`src/rtl/pipe_ctrl_pkg.sv`:
```
// rtl/pipe_ctrl_pkg.sv - shared states, forwarding selects and constants for the hazard controller
package pipe_ctrl_pkg;

    typedef enum logic [1:0] {
        RUN       = 2'd0,
        MISS_WAIT = 2'd1,
        DRAIN     = 2'd2,
        HALTED    = 2'd3
    } ctrl_state_e;

    typedef enum logic [1:0] {
        FWD_RF    = 2'b00,
        FWD_EXMEM = 2'b01,
        FWD_MEMWB = 2'b10
    } fwd_sel_e;

    localparam logic [4:0] REG_ZERO = 5'd0;

endpackage

```
`src/rtl/hazard_compare.sv`:
```
// rtl/hazard_compare.sv - per-operand RAW hit and forwarding select for one ID source register
// Optional FWD_EN: stall only on load-use and produce a forwarding select; otherwise stall on any match.
module hazard_compare
    import pipe_ctrl_pkg::*;
(
    input  logic [4:0] i_src,
    input  logic       i_uses,
    input  logic [4:0] i_ex_dest,
    input  logic       i_ex_write,
    input  logic       i_ex_load,
    input  logic [4:0] i_mem_dest,
    input  logic       i_mem_write,
    output logic       o_raw_hit,
    output logic [1:0] o_fwd_sel
);

    logic w_live;
    logic w_ex_hit;
    logic w_mem_hit;

    always_comb begin
        w_live    = i_uses && (i_src != REG_ZERO);
        w_ex_hit  = w_live && i_ex_write && (i_src == i_ex_dest);
        w_mem_hit = w_live && i_mem_write && (i_src == i_mem_dest);
    end

`ifdef FWD_EN
    // The EX producer is the youngest write, so its value wins over the older MEM one.
    always_comb begin
        o_raw_hit = w_ex_hit && i_ex_load;
        if (w_ex_hit) begin
            o_fwd_sel = FWD_EXMEM;
        end else if (w_mem_hit) begin
            o_fwd_sel = FWD_MEMWB;
        end else begin
            o_fwd_sel = FWD_RF;
        end
    end
`else
    logic w_unused_load;

    assign w_unused_load = i_ex_load;
    assign o_raw_hit     = w_ex_hit || w_mem_hit;
    assign o_fwd_sel     = FWD_RF;
`endif

endmodule

```
`src/rtl/pipeline_hazard_ctrl.sv`:
```
// rtl/pipeline_hazard_ctrl.sv - stall/flush/halt sequencer for the 5-stage pipeline
// Optional FWD_EN: operand forwarding with load-use-only stalls (see hazard_compare).
module pipeline_hazard_ctrl
    import pipe_ctrl_pkg::*;
#(
    parameter int DRAIN_CYCLES = 3,
    parameter int CNT_W        = 32
)
(
    input  logic             clk,
    input  logic             rst_b,
    input  logic [4:0]       id_rs,
    input  logic [4:0]       id_rt,
    input  logic             id_uses_rs,
    input  logic             id_uses_rt,
    input  logic [4:0]       ex_dest,
    input  logic             ex_reg_write,
    input  logic             ex_is_load,
    input  logic [4:0]       mem_dest,
    input  logic             mem_reg_write,
    input  logic             ex_redirect,
    input  logic             cache_miss,
    input  logic             cache_ready,
    input  logic             ex_halted,
    output logic             pc_hold,
    output logic             if_id_hold,
    output logic             if_id_flush,
    output logic             id_ex_flush,
    output logic             pipe_freeze,
    output logic [1:0]       fwd_a_sel,
    output logic [1:0]       fwd_b_sel,
    output logic             halted,
    output logic [CNT_W-1:0] stall_count
);

    localparam int DW = $clog2(DRAIN_CYCLES + 1);

    ctrl_state_e      r_state;
    ctrl_state_e      w_next;
    logic [DW-1:0]    r_drain_cnt;
    logic [CNT_W-1:0] r_stall_cnt;
    logic [1:0]       r_fwd_a;
    logic [1:0]       r_fwd_b;
    logic             w_hit_a;
    logic             w_hit_b;
    logic [1:0]       w_fwd_a;
    logic [1:0]       w_fwd_b;
    logic             w_raw;
    logic             w_drain_done;

    hazard_compare u_cmp_rs (
        .i_src       (id_rs),
        .i_uses      (id_uses_rs),
        .i_ex_dest   (ex_dest),
        .i_ex_write  (ex_reg_write),
        .i_ex_load   (ex_is_load),
        .i_mem_dest  (mem_dest),
        .i_mem_write (mem_reg_write),
        .o_raw_hit   (w_hit_a),
        .o_fwd_sel   (w_fwd_a)
    );

    hazard_compare u_cmp_rt (
        .i_src       (id_rt),
        .i_uses      (id_uses_rt),
        .i_ex_dest   (ex_dest),
        .i_ex_write  (ex_reg_write),
        .i_ex_load   (ex_is_load),
        .i_mem_dest  (mem_dest),
        .i_mem_write (mem_reg_write),
        .o_raw_hit   (w_hit_b),
        .o_fwd_sel   (w_fwd_b)
    );

    assign w_raw        = w_hit_a || w_hit_b;
    assign w_drain_done = (r_drain_cnt == DW'(DRAIN_CYCLES - 1));

    // Event priority in RUN: halt, then miss, then redirect, then RAW bubble.
    always_comb begin
        w_next      = r_state;
        pc_hold     = 1'b0;
        if_id_hold  = 1'b0;
        if_id_flush = 1'b0;
        id_ex_flush = 1'b0;
        pipe_freeze = 1'b0;
        halted      = 1'b0;
        if (!rst_b) begin
            case (r_state)
                RUN: begin
                    if (ex_halted) begin
                        w_next = DRAIN;
                    end else if (cache_miss) begin
                        w_next      = MISS_WAIT;
                        pc_hold     = 1'b1;
                        if_id_hold  = 1'b1;
                        pipe_freeze = 1'b1;
                    end else if (ex_redirect) begin
                        if_id_flush = 1'b1;
                        id_ex_flush = 1'b1;
                    end else if (w_raw) begin
                        pc_hold     = 1'b1;
                        if_id_hold  = 1'b1;
                        id_ex_flush = 1'b1;
                    end
                end
                MISS_WAIT: begin
                    pc_hold     = 1'b1;
                    if_id_hold  = 1'b1;
                    pipe_freeze = 1'b1;
                    if (cache_ready) begin
                        w_next = RUN;
                    end
                end
                DRAIN: begin
                    if_id_flush = 1'b1;
                    id_ex_flush = 1'b1;
                    if (cache_miss) begin
                        pc_hold     = 1'b1;
                        if_id_hold  = 1'b1;
                        pipe_freeze = 1'b1;
                    end else if (w_drain_done) begin
                        w_next = HALTED;
                    end
                end
                HALTED: begin
                    pc_hold = 1'b1;
                    halted  = 1'b1;
                end
                default: w_next = RUN;
            endcase
        end
    end

    always_ff @(posedge clk) begin
        if (rst_b) begin
            r_state <= RUN;
        end else begin
            r_state <= w_next;
        end
    end

    // Drain progress pauses while the MEM stage is stuck on a miss.
    always_ff @(posedge clk) begin
        if (rst_b || r_state != DRAIN) begin
            r_drain_cnt <= '0;
        end else if (!cache_miss) begin
            r_drain_cnt <= r_drain_cnt + 1'b1;
        end
    end

    always_ff @(posedge clk) begin
        if (rst_b) begin
            r_stall_cnt <= '0;
        end else if (pc_hold && r_state != HALTED && r_stall_cnt != '1) begin
            r_stall_cnt <= r_stall_cnt + 1'b1;
        end
    end

    always_ff @(posedge clk) begin
        if (rst_b) begin
            r_fwd_a <= FWD_RF;
            r_fwd_b <= FWD_RF;
        end else if (pipe_freeze) begin
            r_fwd_a <= r_fwd_a;
            r_fwd_b <= r_fwd_b;
        end else if (id_ex_flush) begin
            r_fwd_a <= FWD_RF;
            r_fwd_b <= FWD_RF;
        end else begin
            r_fwd_a <= w_fwd_a;
            r_fwd_b <= w_fwd_b;
        end
    end

    assign fwd_a_sel   = r_fwd_a;
    assign fwd_b_sel   = r_fwd_b;
    assign stall_count = r_stall_cnt;

endmodule

```
`config.mk`:
```
export PLATFORM = sky130hd
export DESIGN_NAME = pipeline_hazard_ctrl
export DESIGN_NICKNAME = d
export VERILOG_FILES = /design/src/rtl/pipe_ctrl_pkg.sv /design/src/rtl/hazard_compare.sv /design/src/rtl/pipeline_hazard_ctrl.sv
export SDC_FILE = /design/constraint.sdc
export NUM_CORES = 1
export LEC_CHECK = 0
export BUFFER_PORTS_ARGS = -buffer_cell sky130_fd_sc_hd__buf_2
export CAP_MARGIN = 5
export CORE_MARGIN = 2
export CORE_UTILIZATION = 45
export CTS_BUF_LIST = sky130_fd_sc_hd__clkbuf_4 sky130_fd_sc_hd__clkbuf_8
export DETAILED_ROUTE_END_ITERATION = 16
export PLACE_DENSITY_LB_ADDON = 0.2
export SLEW_MARGIN = 10
export SYNTH_ARGS = -nofsm -noshare
export SYNTH_HDL_FRONTEND = slang
export SYNTH_HIERARCHICAL = 1
export SYNTH_SLANG_ARGS = --single-unit
```
`constraint.sdc`:
```
create_clock -name clk -period 2.9 [get_ports clk]
set_input_delay 0 -clock clk [delete_from_list [all_inputs] [get_ports clk]]
set_output_delay 0 -clock clk [all_outputs]
set_load 0.02 [all_outputs]
```
After elaboration in Yosys (flattened, before gate mapping)
Index checks and enable logic that the tools add are counted.
Widths: inputs -> output; s select.
{ "classes": {"shift": 0, "n_mux": 30, "eq_ne": 15, "multipliers": 0, "div_mod_pow": 0, "bitwise_logic": 0, "n_reduce_logical": 22, "n_lt_le_gt_ge": 0, "addsub": 2} }
{ "op_table": {"columns": ["operator", "count"], "rows": [
  ["$add 32x1->32 const B", 1],
  ["$ne 32x32->1 const B", 1],
  ["$eq 5x5->1", 4],
  ["$mux 1", 19],
  ["$logic_and 1x1->1", 12],
  ["$mux 2", 5],
  ["$ne 2x2->1 const B", 5],
  ["$reduce_bool 5->1", 2],
  ["$pmux 1 s3", 3],
  ["$eq 2x2->1 const B", 3],
  ["$pmux 2 s3", 1],
  ["$reduce_and 5->1", 1],
  ["$logic_or 1x1->1", 4],
  ["$pmux 1 s2", 2],
  ["$ne 3x3->1 const B", 1],
  ["$reduce_bool 3->1", 1],
  ["$add 2x1->2 const B", 1],
  ["$eq 2x1->1 const B", 1],
  ["$logic_not 2->1", 1],
  ["$reduce_or 2->1", 1]
]} }
{ "totals": {"latch_bits": 0, "romBits": 0, "inputBits": 31, "n_memories": 0, "wordCells": 72, "ramBits": 0, "register_bits": 36, "out_inout_bits": 42} }

Logic depth before layout (Yosys ltp)
Gate-level depths: netlist of run 1.
{ "logic_depth": {"depth_word": 14, "depth_mapped": 11, "mapped_depth_nobuf": 9} }

Cells and area by module
The synthesis of run 1 kept the hierarchy.
{ "by_module_without_submodules": {"columns": ["module", "seq_area_each_um2", "n_inst", "area_each_um2", "cells_each"], "rows": [
  ["pipeline_hazard_ctrl", 800.8, 1, 2277.2, 272],
  ["hazard_compare", 0.0, 2, 152.6, 20]
]} }

Worst setup path after synthesis of run 1
Ideal clock, no wire load.
{ "synth_path": {"path_kind": "input to register", "start": "input port id_rt[0]", "end": "register r_stall_cnt[21], in the netlist stall_count[21]", "cell_stages": 10, "slack_ps": 542, "path_buffers": 1, "arrival_ps": 2287, "setup_ps": 70, "cell_sequence": "xor2_1 > nor4_2 > nand3_1 > a21oi_1 > nor3_1 > o32ai_1 > or4b_1 > buf_2 > or4_1 > a21oi_1"} }
{ "synth_via": {"elab_chain_cells": 14} }
{ "synth_rtl": {"columns": ["item", "line_no", "text"], "rows": [
  ["start: declaration", "pipeline_hazard_ctrl.sv:13", "input logic [4:0] id_rt,"],
  ["$reduce_bool 5->1", "hazard_compare.sv:22", "w_live = i_uses && (i_src != REG_ZERO);"],
  ["$logic_and 1x1->1", "hazard_compare.sv:22", null],
  ["$logic_and 1x1->1, on equally long branches (2 in series)", "hazard_compare.sv:23, hazard_compare.sv:24", null],
  ["$logic_or 1x1->1 (*)", "hazard_compare.sv:43", "assign o_raw_hit = w_ex_hit || w_mem_hit;"],
  ["net w_hit_b", "pipeline_hazard_ctrl.sv:45", "logic w_hit_b;"],
  ["$logic_or 1x1->1 (*)", "pipeline_hazard_ctrl.sv:75", "assign w_raw = w_hit_a || w_hit_b;"],
  ["$mux 1 (*)", "pipeline_hazard_ctrl.sv:100", "end else if (w_raw) begin"],
  ["$mux 1 (*)", "pipeline_hazard_ctrl.sv:97", "end else if (ex_redirect) begin"],
  ["$mux 1 (*)", "pipeline_hazard_ctrl.sv:92", "end else if (cache_miss) begin"],
  ["$mux 1 (*)", "pipeline_hazard_ctrl.sv:90", "if (ex_halted) begin"],
  ["$pmux 1 s3 (*)", "pipeline_hazard_ctrl.sv:88", "case (r_state)"],
  ["$mux 1 (*)", "pipeline_hazard_ctrl.sv:87", "if (!rst_b) begin"],
  ["$logic_and 1x1->1 (*) (2 in series)", "pipeline_hazard_ctrl.sv:154", "end else if (pc_hold && r_state != HALTED && r_stall_cnt != '1) begin"],
  ["end signal: assignment", "pipeline_hazard_ctrl.sv:155", "r_stall_cnt <= r_stall_cnt + 1'b1;"],
  ["end: declaration", "pipeline_hazard_ctrl.sv:41", "logic [CNT_W-1:0] r_stall_cnt;"]
]} }
Mark *: on every way through the listed nets, which the timed path passes. The rest lies on a longest branch.
A chain may end at the register's enable or synchronous reset.

Worst setup path in the final report of run 1
{ "layout_path": {"start": "register r_state[0]", "end": "register r_stall_cnt[23], in the netlist stall_count[23]"} }
{ "layout_via": {"elab_chain_cells": 6} }
{ "layout_rtl": {"columns": ["item", "line_no", "text"], "rows": [
  ["start: declaration", "pipeline_hazard_ctrl.sv:38", "ctrl_state_e r_state;"],
  ["start signal: assignment", "pipeline_hazard_ctrl.sv:138", "r_state <= w_next;"],
  ["$eq 2x1->1 / $eq 2x2->1 (equally long branches)", "pipeline_hazard_ctrl.sv:88", null],
  ["$reduce_or 2->1 (no line)", null, null],
  ["$pmux 1 s3", "pipeline_hazard_ctrl.sv:88", null],
  ["$mux 1", "pipeline_hazard_ctrl.sv:87", null],
  ["$logic_and 1x1->1 (*) (2 in series)", "pipeline_hazard_ctrl.sv:154", null]
]} }
Every way passes the cells marked *; elsewhere a longest branch is shown, timed or not.

==> flow_metrics.py, run 1 <==
metrics = {
    "logic_synthesis": {
        "yosys_warnings": 6,
        "ys.flop_type": "dfxtp_1",
        "synth_top_family_by_area": "simple AND/OR/NAND/NOR gates",
        "synth_area_per_cell_um2": 8.28,
        "netlist_area_mm2": 0.00258,
        "yosys.area_share.simple_pct": 30.8,
        "ys_seq_area_share_pct": 31.0,
        "async_flop_share_pct": 0,
        "ys_ff_latch": 40,
        "ys_types": 51,
        "post_synth_mux_area_share_pct": 0.775,
        "synth-compound-area-share_pct": 21.0,
        "syn-instance-count": 312,
        "synth-edff-count": 0,
        "synth_xor_area_share_pct": 7.12,
        "post_synth_fa_ha_maj_area_fraction_pct": 2.91,
    },
    "routing": {
        "num_vias": 2620,
        "totalWireLength_mm": 6.20,
        "vias_per_cell": 5.84,
        "drt_first_iter_violations": 145,
        "wl_per_cell_um": 13.8,
        "drc": 0,
        "ant_nets": 0,
        "dr.pass1.iters": 4,
    },
    "critical_path": {
        "cp_data_required_time_ps": 3140,
        "cp-start-kind": "flip-flop",
        "crit_arrival_ps": 2830,
        "r2r_end": "stall_count[23]$_SDFFE_PP0P_",
        "critPathKind": "flip-flop to flip-flop",
        "critPathCaptureType": "flip-flop",
        "critPathMaxFanout": 18,
        "reg2reg_from": "r_state[0]$_SDFFE_PP0P_",
        "r2r_cells": 8,
        "reg2reg_slack_ps": 310,
    },
    "finish": {
        "antennaDiodeCount": 0,
        "finalNetCount": 413,
        "fin_cells": 449,
        "fin_area_mm2": 0.00306,
        "fin_util_pct": 55.2,
        "area_growth_pct": 18.4,
        "final_common_cell": "buf_2",
        "drive_gt1_share_pct": 25.2,
        "final_cell_mix": "buf_2 (71), dfxtp_1 (40), a21oi_1 (36)",
    },
    "timing": {
        "min_period_ps": 2590,
        "hold_ws_ps": 64.1,
        "setup_ws_ps": 309,
        "fmax_mhz": 386,
        "hold_viol_final": 0,
        "rsz0062_at_grt": "no",
        "skew_ps": 12.3,
        "final.setup.tns_ps": 0,
        "slew_viol_final": 0,
        "worst_slew_pin_slew_ps": 920,
        "final.period_utilization_pct": 89.4,
        "slew_headroom_pct": 37.0,
        "setup_violations": 0,
    },
    "pwr": {
        "intPower_mw": 0.978,
        "powerDensity_mw_per_mm2": 495,
        "swShare_pct": 35.3,
        "seq_power_share_pct": 39.9,
        "fin_total_pwr_mw": 1.51,
        "clkPwrFrac_pct": 26.6,
        "comb_power_share_pct": 33.5,
        "switchingPower_mw": 0.534,
        "p_leak_nw": 1.23,
        "peakVddDrop_v": 0.000383,
    },
    "cts": {
        "h-tree-depth": 2,
        "post-cts-setup-buffers": 0,
        "insertion_delay_ps": 300,
        "cts_tree": "built",
        "cts-resized-gates": 0,
        "cts_root_buffer": "clkbuf_8",
        "cts.sinks": 40,
        "cts.clk_slew.worst_paths_ps": 90,
        "cts_buffer_depth": 2,
        "cts_buffers": 5,
        "hold_buffers": 0,
    },
    "placement": {
        "port-buffer-count": 71,
        "dp_hpwl_mm": 4.54,
        "place_ws_ps": 148,
        "gp_congestion": 0.867,
        "placed_cell_area_mm2": 0.00296,
        "dpl.cell_count": 441,
    },
    "global_route": {
        "grt_max_degree": 40,
        "antenna_found_initial": 0,
        "overflow": 0,
        "track_usage_pct": 19.7,
        "grt_pass1_wl_mm": 10.2,
        "first_global_vias": 2282,
    },
    "floorplanning": {
        "initial_core_util_pct": 46.6,
        "die_area_mm2": 0.00636,
        "chipWidth_um": 79.8,
        "fp.coreArea_mm2": 0.00554,
        "die_height_um": 79.8,
        "rows": 27,
        "pin_count": 73,
    },
    "min_path": {
        "hp-start": "ex_halted",
        "hold_end": "r_state[1]$_SDFFE_PP0P_",
        "hold_path_class": "input pin to flip-flop",
        "min_delay_path_depth": 3,
    },
    "outcome": {
        "status": "finished, final reports clean",
    },
    "job": {
        "maxCapViolations": 0,
    },
}
cell families after synthesis:
group	count (synthesis)
other cells	2
mux	2
simple gates	126
buf+inv	31
fa+ha+maj	6
compound gates	84
xor+xnor	21
flops	40
layout make-up:
cell class | count | area (um2)
clock buffer | 6 | 82.6
clock inverter | 2 | 15.0
fill | 545 | 2480
inverter | 8 | 30.0
multi-input combinational | 243 | 1630
sequential | 40 | 801
tap | 72 | 90.1
timing repair buffer | 78 | 408
critical path: stages, from the launching register on:
cell and delay [ps]:
dfxtp_1 340, inv_1 100, ha_1 230, nand2b_1 90
o32ai_1 410, or4b_1 480, buf_4 210, or4_1 500
a21oi_1 160
synth_stat cells, types with 2 or more instances:
cell	n	area share [%]
buf_4	5	1.5
nand2_1	19	2.8
or4_1	28	8.1
xnor2_1	4	1.4
dfxtp_1	40	31
xor2_1	17	5.8
conb_1	2	0.29
a2bb2oi_1	4	1.4
nor4_1	2	0.48
inv_1	8	1.2
buf_2	7	1.4
buf_6	2	0.87
o21ai_0	4	0.78
o31ai_1	25	7.3
a21oi_1	36	7.0
or4b_1	2	0.78
nand2b_1	2	0.48
and4_1	4	1.4
o21ai_1	2	0.39
ha_1	6	2.9
o311ai_0	3	1.0
nand3_1	18	3.5
nor2_1	14	2.0
nor4_2	2	0.97
or3_1	5	1.2
and2_1	2	0.48
o41ai_1	3	1.0
nor2b_1	4	0.97
clkbuf_1	8	1.2
and3_1	5	1.2
mux2i_1	2	0.78
nand4_1	8	1.9
worst max path at each step:
stage                                        end  slack [ps]                     from
floorplan           stall_count[21]$_SDFFE_PP0P_         540                 id_rt[0]
global placement    stall_count[21]$_SDFFE_PP0P_         230                 id_rt[1]
detailed placement  stall_count[23]$_SDFFE_PP0P_         150                 id_rt[1]
CTS                 stall_count[23]$_SDFFE_PP0P_         330  r_state[0]$_SDFFE_PP0P_
global route        stall_count[29]$_SDFFE_PP0P_         170  r_state[0]$_SDFFE_PP0P_
finish              stall_count[23]$_SDFFE_PP0P_         310  r_state[0]$_SDFFE_PP0P_
power groups by stage:
stage	sequential, mW	combinational (mW)	clock (mW)
final	0.604	0.506	0.402
after detailed placement	0.617	0.503	0
after CTS	0.604	0.505	0.411
after global placement	0.616	0.497	0
after global routing	0.608	0.556	0.434
after floorplan	0.631	0.347	0
routing by layer:
layer	vias up	global-route usage [%]	wire, um	part of all wire, %
met3	5	4.07	300	4.8
li1	1316	-	-	-
met5	-	0	0	0
met2	59	33.4	2990	48
met4	0	5.59	61	0.98
met1	1240	25.3	2850	46
sequential cells by signal, summed over array words and instances (netlist names):
register and cells:
fwd_b_sel 2, r_drain_cnt 2, stall_count 32, fwd_a_sel 2, r_state 2
Note: power is estimated with default switching activity, not from simulation.
==> run 2: changes to the inputs <==
--- a/config.mk
+++ b/config.mk
@@ -12,6 +12,7 @@
 export CTS_BUF_LIST = sky130_fd_sc_hd__clkbuf_4 sky130_fd_sc_hd__clkbuf_8
 export DETAILED_ROUTE_END_ITERATION = 16
 export PLACE_DENSITY_LB_ADDON = 0.2
+export REMOVE_ABC_BUFFERS = 1
 export SLEW_MARGIN = 10
 export SYNTH_ARGS = -nofsm -noshare
 export SYNTH_HDL_FRONTEND = slang
==> run 2 against run 1 <==
  * Sequential power about the same
  * Via count up 0.23%
  * Final cell count up 0.22%
  * Combinational power down 1%
  * Non-clock buffer count up 1
  * Clock power up 15%
  * Worst setup slack better by 5.4 ps
  * Wire length up 0.48%
  * Die area unchanged
  * Design area up 0.70%
  * Critical path type unchanged
==> flow_metrics.py, run 2 (synthesized netlist as in run 1, its figures left out) <==
metrics = {
    "critical_path": {
        "cp_data_required_time_ps": 3130,
        "crit_path_start": "r_state[0]$_SDFFE_PP0P_",
        "crit_arrival_ps": 2810,
        "reg2reg_from": "r_state[0]$_SDFFE_PP0P_",
        "cp_cell_sequence": "inv_1, ha_1, nand2b_1, o32ai_1, or4b_1, buf_4, or4_1, a21oi_1",
        "slowest_stage": "or4_1",
        "critPathMaxFanout": 18,
        "max_stage_delay_ps": 520,
        "cp-start-kind": "flip-flop",
        "critPathCaptureType": "flip-flop",
        "critPathKind": "flip-flop to flip-flop",
    },
    "finish": {
        "fin_cells": 450,
        "final_cell_mix": "buf_2 (71), dfxtp_1 (40), a21oi_1 (36)",
        "fin_area_mm2": 0.00308,
        "regArea_um2": 801,
        "antennaDiodeCount": 0,
        "drive_gt1_share_pct": 25.4,
        "fill_cells": 563,
        "multi_input_area_mm2": 0.00163,
        "final_common_cell": "buf_2",
        "finalNetCount": 414,
        "fin_util_pct": 55.6,
        "largest_reg_flops": 32,
        "area_growth_pct": 19.2,
    },
    "timing": {
        "slew_viol_final": 0,
        "rsz0062_at_grt": "no",
        "skew_ps": 5.60,
        "hold_viol_final": 0,
        "min_period_ps": 2590,
        "hold_ws_ps": 89.2,
        "slew_headroom_pct": 39.7,
        "setup_violations": 0,
        "final.period_utilization_pct": 89.2,
        "worst_slew_pin_slew_ps": 882,
        "fmax_mhz": 387,
    },
    "pwr": {
        "swShare_pct": 33.7,
        "switchingPower_mw": 0.527,
        "powerDensity_mw_per_mm2": 509,
        "seq_power_share_pct": 38.4,
        "intPower_mw": 1.04,
        "fin_total_pwr_mw": 1.57,
        "p_leak_nw": 1.25,
        "comb_power_share_pct": 32.0,
        "peakVddDrop_v": 0.000404,
        "clkPwrFrac_pct": 29.6,
    },
    "global_route": {
        "grt_max_degree": 40,
        "track_usage_pct": 19.9,
        "antenna_found_initial": 0,
        "overflow": 0,
        "first_global_vias": 2276,
        "grt_pass1_wl_mm": 10.4,
    },
    "min_path": {
        "hold_path_class": "input pin to flip-flop",
        "hp-start": "ex_halted",
    },
    "routing": {
        "drc": 0,
        "totalWireLength_mm": 6.23,
        "num_vias": 2626,
        "dr.pass1.iters": 4,
        "drt_first_iter_violations": 146,
        "wl_per_cell_um": 13.8,
        "vias_per_cell": 5.84,
        "ant_nets": 0,
    },
    "floorplanning": {
        "chipWidth_um": 79.8,
        "die_height_um": 79.8,
        "rows": 27,
        "fp.coreArea_mm2": 0.00554,
        "pin_count": 73,
        "die_area_mm2": 0.00636,
        "initial_core_util_pct": 46.6,
    },
    "placement": {
        "dpl.cell_count": 442,
        "placed_cell_area_mm2": 0.00297,
        "port-buffer-count": 71,
        "dp_hpwl_mm": 4.51,
        "gp_congestion": 0.875,
    },
    "cts": {
        "cts.sinks": 40,
        "cts.clk_slew.worst_paths_ps": 80,
        "hold_buffers": 0,
        "cts_root_buffer": "clkbuf_8",
        "h-tree-depth": 2,
        "post-cts-setup-buffers": 0,
        "cts_buffer_depth": 2,
        "cts_tree": "built",
        "insertion_delay_ps": 290,
        "cts-resized-gates": 0,
        "cts_buffers": 5,
    },
    "job": {
        "maxCapViolations": 0,
    },
    "outcome": {
        "status": "finished, final reports clean",
    },
}
## run 2: changes by cell type in the layout (fill, tap and decap cells not counted)
cell	delta
clkinv_2	+1
clkinvlp_4	-1
bufinv_16	+1
clkbuf_8	-1
buf_4	+1
## run 2: layout make-up
class	instances	area share [%]
inverters	8	0.976
well taps	72	2.93
multi-input cells	243	53.0
repair buffers	79	13.5
flip-flops and latches	40	26.0
clock buffers	5	2.24
clock inverters	3	1.38
## run 2: worst paths after layout
| path | slack (ps) | cells after the start | endpoint |
|---|---|---|---|
| max | 310 | 8 | stall_count[29]$_SDFFE_PP0P_ |
| min | 90 | 3 | r_state[1]$_SDFFE_PP0P_ |
| max reg2reg | 310 | 8 | stall_count[29]$_SDFFE_PP0P_ |
| min reg2reg | 490 | 2 | stall_count[21]$_SDFFE_PP0P_ |
## run 2: power groups by stage
| stage | Sequential [mW] | Combinational, mW | Clock (mW) |
|---|---|---|---|
| after floorplan | 0.631 | 0.326 | 0 |
| after global placement | 0.616 | 0.497 | 0 |
| after detailed placement | 0.616 | 0.501 | 0 |
| after CTS | 0.603 | 0.503 | 0.474 |
| after global routing | 0.607 | 0.560 | 0.499 |
| final | 0.603 | 0.501 | 0.463 |
## run 2: per-layer routing
metal	GRT usage, %	vias up	wire [um]
met3	3.73	6	295
met5	0	-	0
met1	27.4	1238	2920
met2	32.9	60	2970
li1	-	1322	-
met4	3.05	0	34
## run 2: per-stage QoR
step / setup WS [ps] / TNS, ps
finish: 314 / 0
detailed placement: 180 / 0
global route: 167 / 0
floorplan: -71.7 / -527
CTS: 331 / 0
global placement: 201 / 0
## run 2: critical path: cells and delay by family (launching register included)
kind / cells / cell delay (ps)
adders and majority gates: 1 / 240
DFF: 1 / 340
AOI/OAI and AO/OA: 2 / 560
and+or+nand+nor: 3 / 1080
buffers and inverters: 2 / 310
==> run 3: changes to the inputs <==
--- a/config.mk
+++ b/config.mk
@@ -5,12 +5,12 @@
 export SDC_FILE = /design/constraint.sdc
 export NUM_CORES = 1
 export LEC_CHECK = 0
-export BUFFER_PORTS_ARGS = -buffer_cell sky130_fd_sc_hd__buf_2
 export CAP_MARGIN = 5
 export CORE_MARGIN = 2
 export CORE_UTILIZATION = 45
 export CTS_BUF_LIST = sky130_fd_sc_hd__clkbuf_4 sky130_fd_sc_hd__clkbuf_8
 export DETAILED_ROUTE_END_ITERATION = 16
+export DONT_BUFFER_PORTS = 1
 export PLACE_DENSITY_LB_ADDON = 0.2
 export REMOVE_ABC_BUFFERS = 1
 export SLEW_MARGIN = 10
==> run 3 against run 2 <==
  * Combinational power shrank 9.8%
  * Critical path depth grew 1
  * Global-route usage grew 0.15 points
  * Highest routed layer unchanged
==> flow_metrics.py, run 3 (synthesized netlist as in run 1, its figures left out) <==
metrics = {
    "cts": {
        "cts_buffer_depth": 2,
        "post-cts-setup-buffers": 0,
        "cts_tree": "built",
        "cts.sinks": 40,
        "cts-resized-gates": 0,
        "h-tree-depth": 2,
        "insertion_delay_ps": 290,
        "cts.clk_slew.worst_paths_ps": 80,
        "cts_root_buffer": "clkbuf_8",
        "cts_buffers": 5,
    },
    "routing": {
        "met1_length_mm": 2.79,
        "drc": 0,
        "num_vias": 2377,
        "wl_per_cell_um": 15.8,
        "vias_per_cell": 6.13,
        "totalWireLength_mm": 6.14,
        "met2WireLength_mm": 2.83,
        "wl_met3_um": 471,
        "dr.pass1.iters": 4,
        "drt_first_iter_violations": 128,
        "top_layer_used": "met4",
        "ant_nets": 0,
    },
    "critical_path": {
        "cp_data_required_time_ps": 3130,
        "r2r_end": "stall_count[25]$_SDFFE_PP0P_",
        "reg2reg_from": "r_state[0]$_SDFFE_PP0P_",
        "reg2reg_slack_ps": 260,
        "critPathMaxFanout": 18,
        "crit_path_start": "r_state[0]$_SDFFE_PP0P_",
        "cp-start-kind": "flip-flop",
        "crit_end": "stall_count[25]$_SDFFE_PP0P_",
        "r2r_cells": 9,
        "critPathKind": "flip-flop to flip-flop",
        "crit_arrival_ps": 2860,
        "critPathCaptureType": "flip-flop",
    },
    "min_path": {
        "hold_path_class": "input pin to flip-flop",
    },
    "outcome": {
        "status": "finished, final reports clean",
    },
    "finish": {
        "regArea_um2": 801,
        "fin_area_mm2": 0.00279,
        "multi_input_area_mm2": 0.00163,
        "final_common_cell": "dfxtp_1",
        "area_growth_pct": 7.95,
        "fin_cells": 388,
        "drive_gt1_share_pct": 9.81,
        "largest_reg_flops": 32,
        "fill_cells": 541,
        "final_cell_mix": "dfxtp_1 (40), a21oi_1 (36), or4_1 (28)",
        "antennaDiodeCount": 0,
        "finalNetCount": 353,
    },
    "placement": {
        "placed_cell_area_mm2": 0.00266,
        "place_ws_ps": 153,
        "port-buffer-count": 0,
        "dp_hpwl_mm": 4.48,
        "dpl.cell_count": 377,
        "gp_congestion": 0.782,
    },
    "global_route": {
        "antenna_found_initial": 0,
        "first_global_vias": 2228,
        "track_usage_pct": 20.0,
        "overflow": 0,
        "grt_max_degree": 34,
        "grt_pass1_wl_mm": 10.3,
    },
    "timing": {
        "final.period_utilization_pct": 91.0,
        "fmax_mhz": 379,
        "slew_headroom_pct": 37.5,
        "setup_ws_ps": 261,
        "min_period_ps": 2640,
        "hold_ws_ps": 22.8,
        "skew_ps": 6.77,
        "worst_slew_pin_slew_ps": 914,
        "slew_viol_final": 0,
        "setup_violations": 0,
        "rsz0062_at_grt": "no",
        "hold_viol_final": 0,
        "final.setup.tns_ps": 0,
    },
    "floorplanning": {
        "rows": 27,
        "fp.coreArea_mm2": 0.00554,
        "die_area_mm2": 0.00636,
        "chipWidth_um": 79.8,
        "die_height_um": 79.8,
        "initial_core_util_pct": 46.6,
        "pin_count": 73,
    },
    "pwr": {
        "peakVddDrop_v": 0.000345,
        "p_leak_nw": 0.950,
        "powerDensity_mw_per_mm2": 514,
    },
    "job": {
        "maxCapViolations": 0,
    },
}
==> run 3: changes by cell type in the layout (fill, tap and decap cells not counted), sizes merged <==
cell,before,now
clkbuf,5,6
clkinvlp,1,0
buf,79,15
dlygate4sd3,0,3
bufinv,1,0
==> run 3: worst min-delay path by stage <==
stage	startpoint	endpoint	slack, ps	cells past startpoint
final	rst_b	r_drain_cnt[0]$_SDFFE_PP0N_	20	3
after global placement	rst_b	stall_count[16]$_SDFFE_PP0P_	70	1
after global routing	rst_b	r_drain_cnt[0]$_SDFFE_PP0N_	50	3
after detailed placement	rst_b	stall_count[21]$_SDFFE_PP0P_	80	1
after CTS	rst_b	r_drain_cnt[0]$_SDFFE_PP0N_	20	3
after floorplan	rst_b	stall_count[0]$_SDFFE_PP0P_	70	1
==> run 3: area by class of cell <==
cell class | instances | share of cell area [%]
timing repair buffer | 18 | 5.57
clock buffer | 6 | 2.74
inverter | 8 | 1.08
sequential | 40 | 28.7
tap | 72 | 3.23
clock inverter | 1 | 0.180
multi-input combinational | 243 | 58.5
==> run 3: layer usage <==
metal	global-route usage [%]	up-vias
met1	26.3	1109
met4	4.58	0
met3	5.66	5
li1	-	1199
met2	32.6	64
met5	0	-
==> run 3: per-stage QoR <==
| step | power [mW] | util [%] |
|---|---|---|
| 4_1_cts | 1.44 | 50.3 |
| 3_5_place_dp | 1.06 | 47.9 |
| 3_3_place_gp | 1.06 | 47.9 |
| 2_1_floorplan | 0.957 | - |
| 6_report | 1.43 | 50.3 |
| 5_1_grt | 1.53 | 50.3 |
==> run 3: critical path, cell delays in order, from the launching register on <==
cell and delay [ps]:
dfxtp_1 330, inv_1 100, ha_1 230, nand2b_1 80, o32ai_1 350, buf_4 180, or4b_1 430, buf_4 210
or4_1 510, a21oi_1 150
==> run 3: what timing repair did <==
action	CTS	global route
hold buffers	4	0
endpoints found under the setup margin	0	0
endpoints found under the hold margin	35	0
==> run 3: power by group <==
group | leakage [nW] | switching, mW | internal (mW)
registers | 0.324 | 0.0378 | 0.580
logic | 0.582 | 0.264 | 0.187
clock network | 0.0445 | 0.190 | 0.173
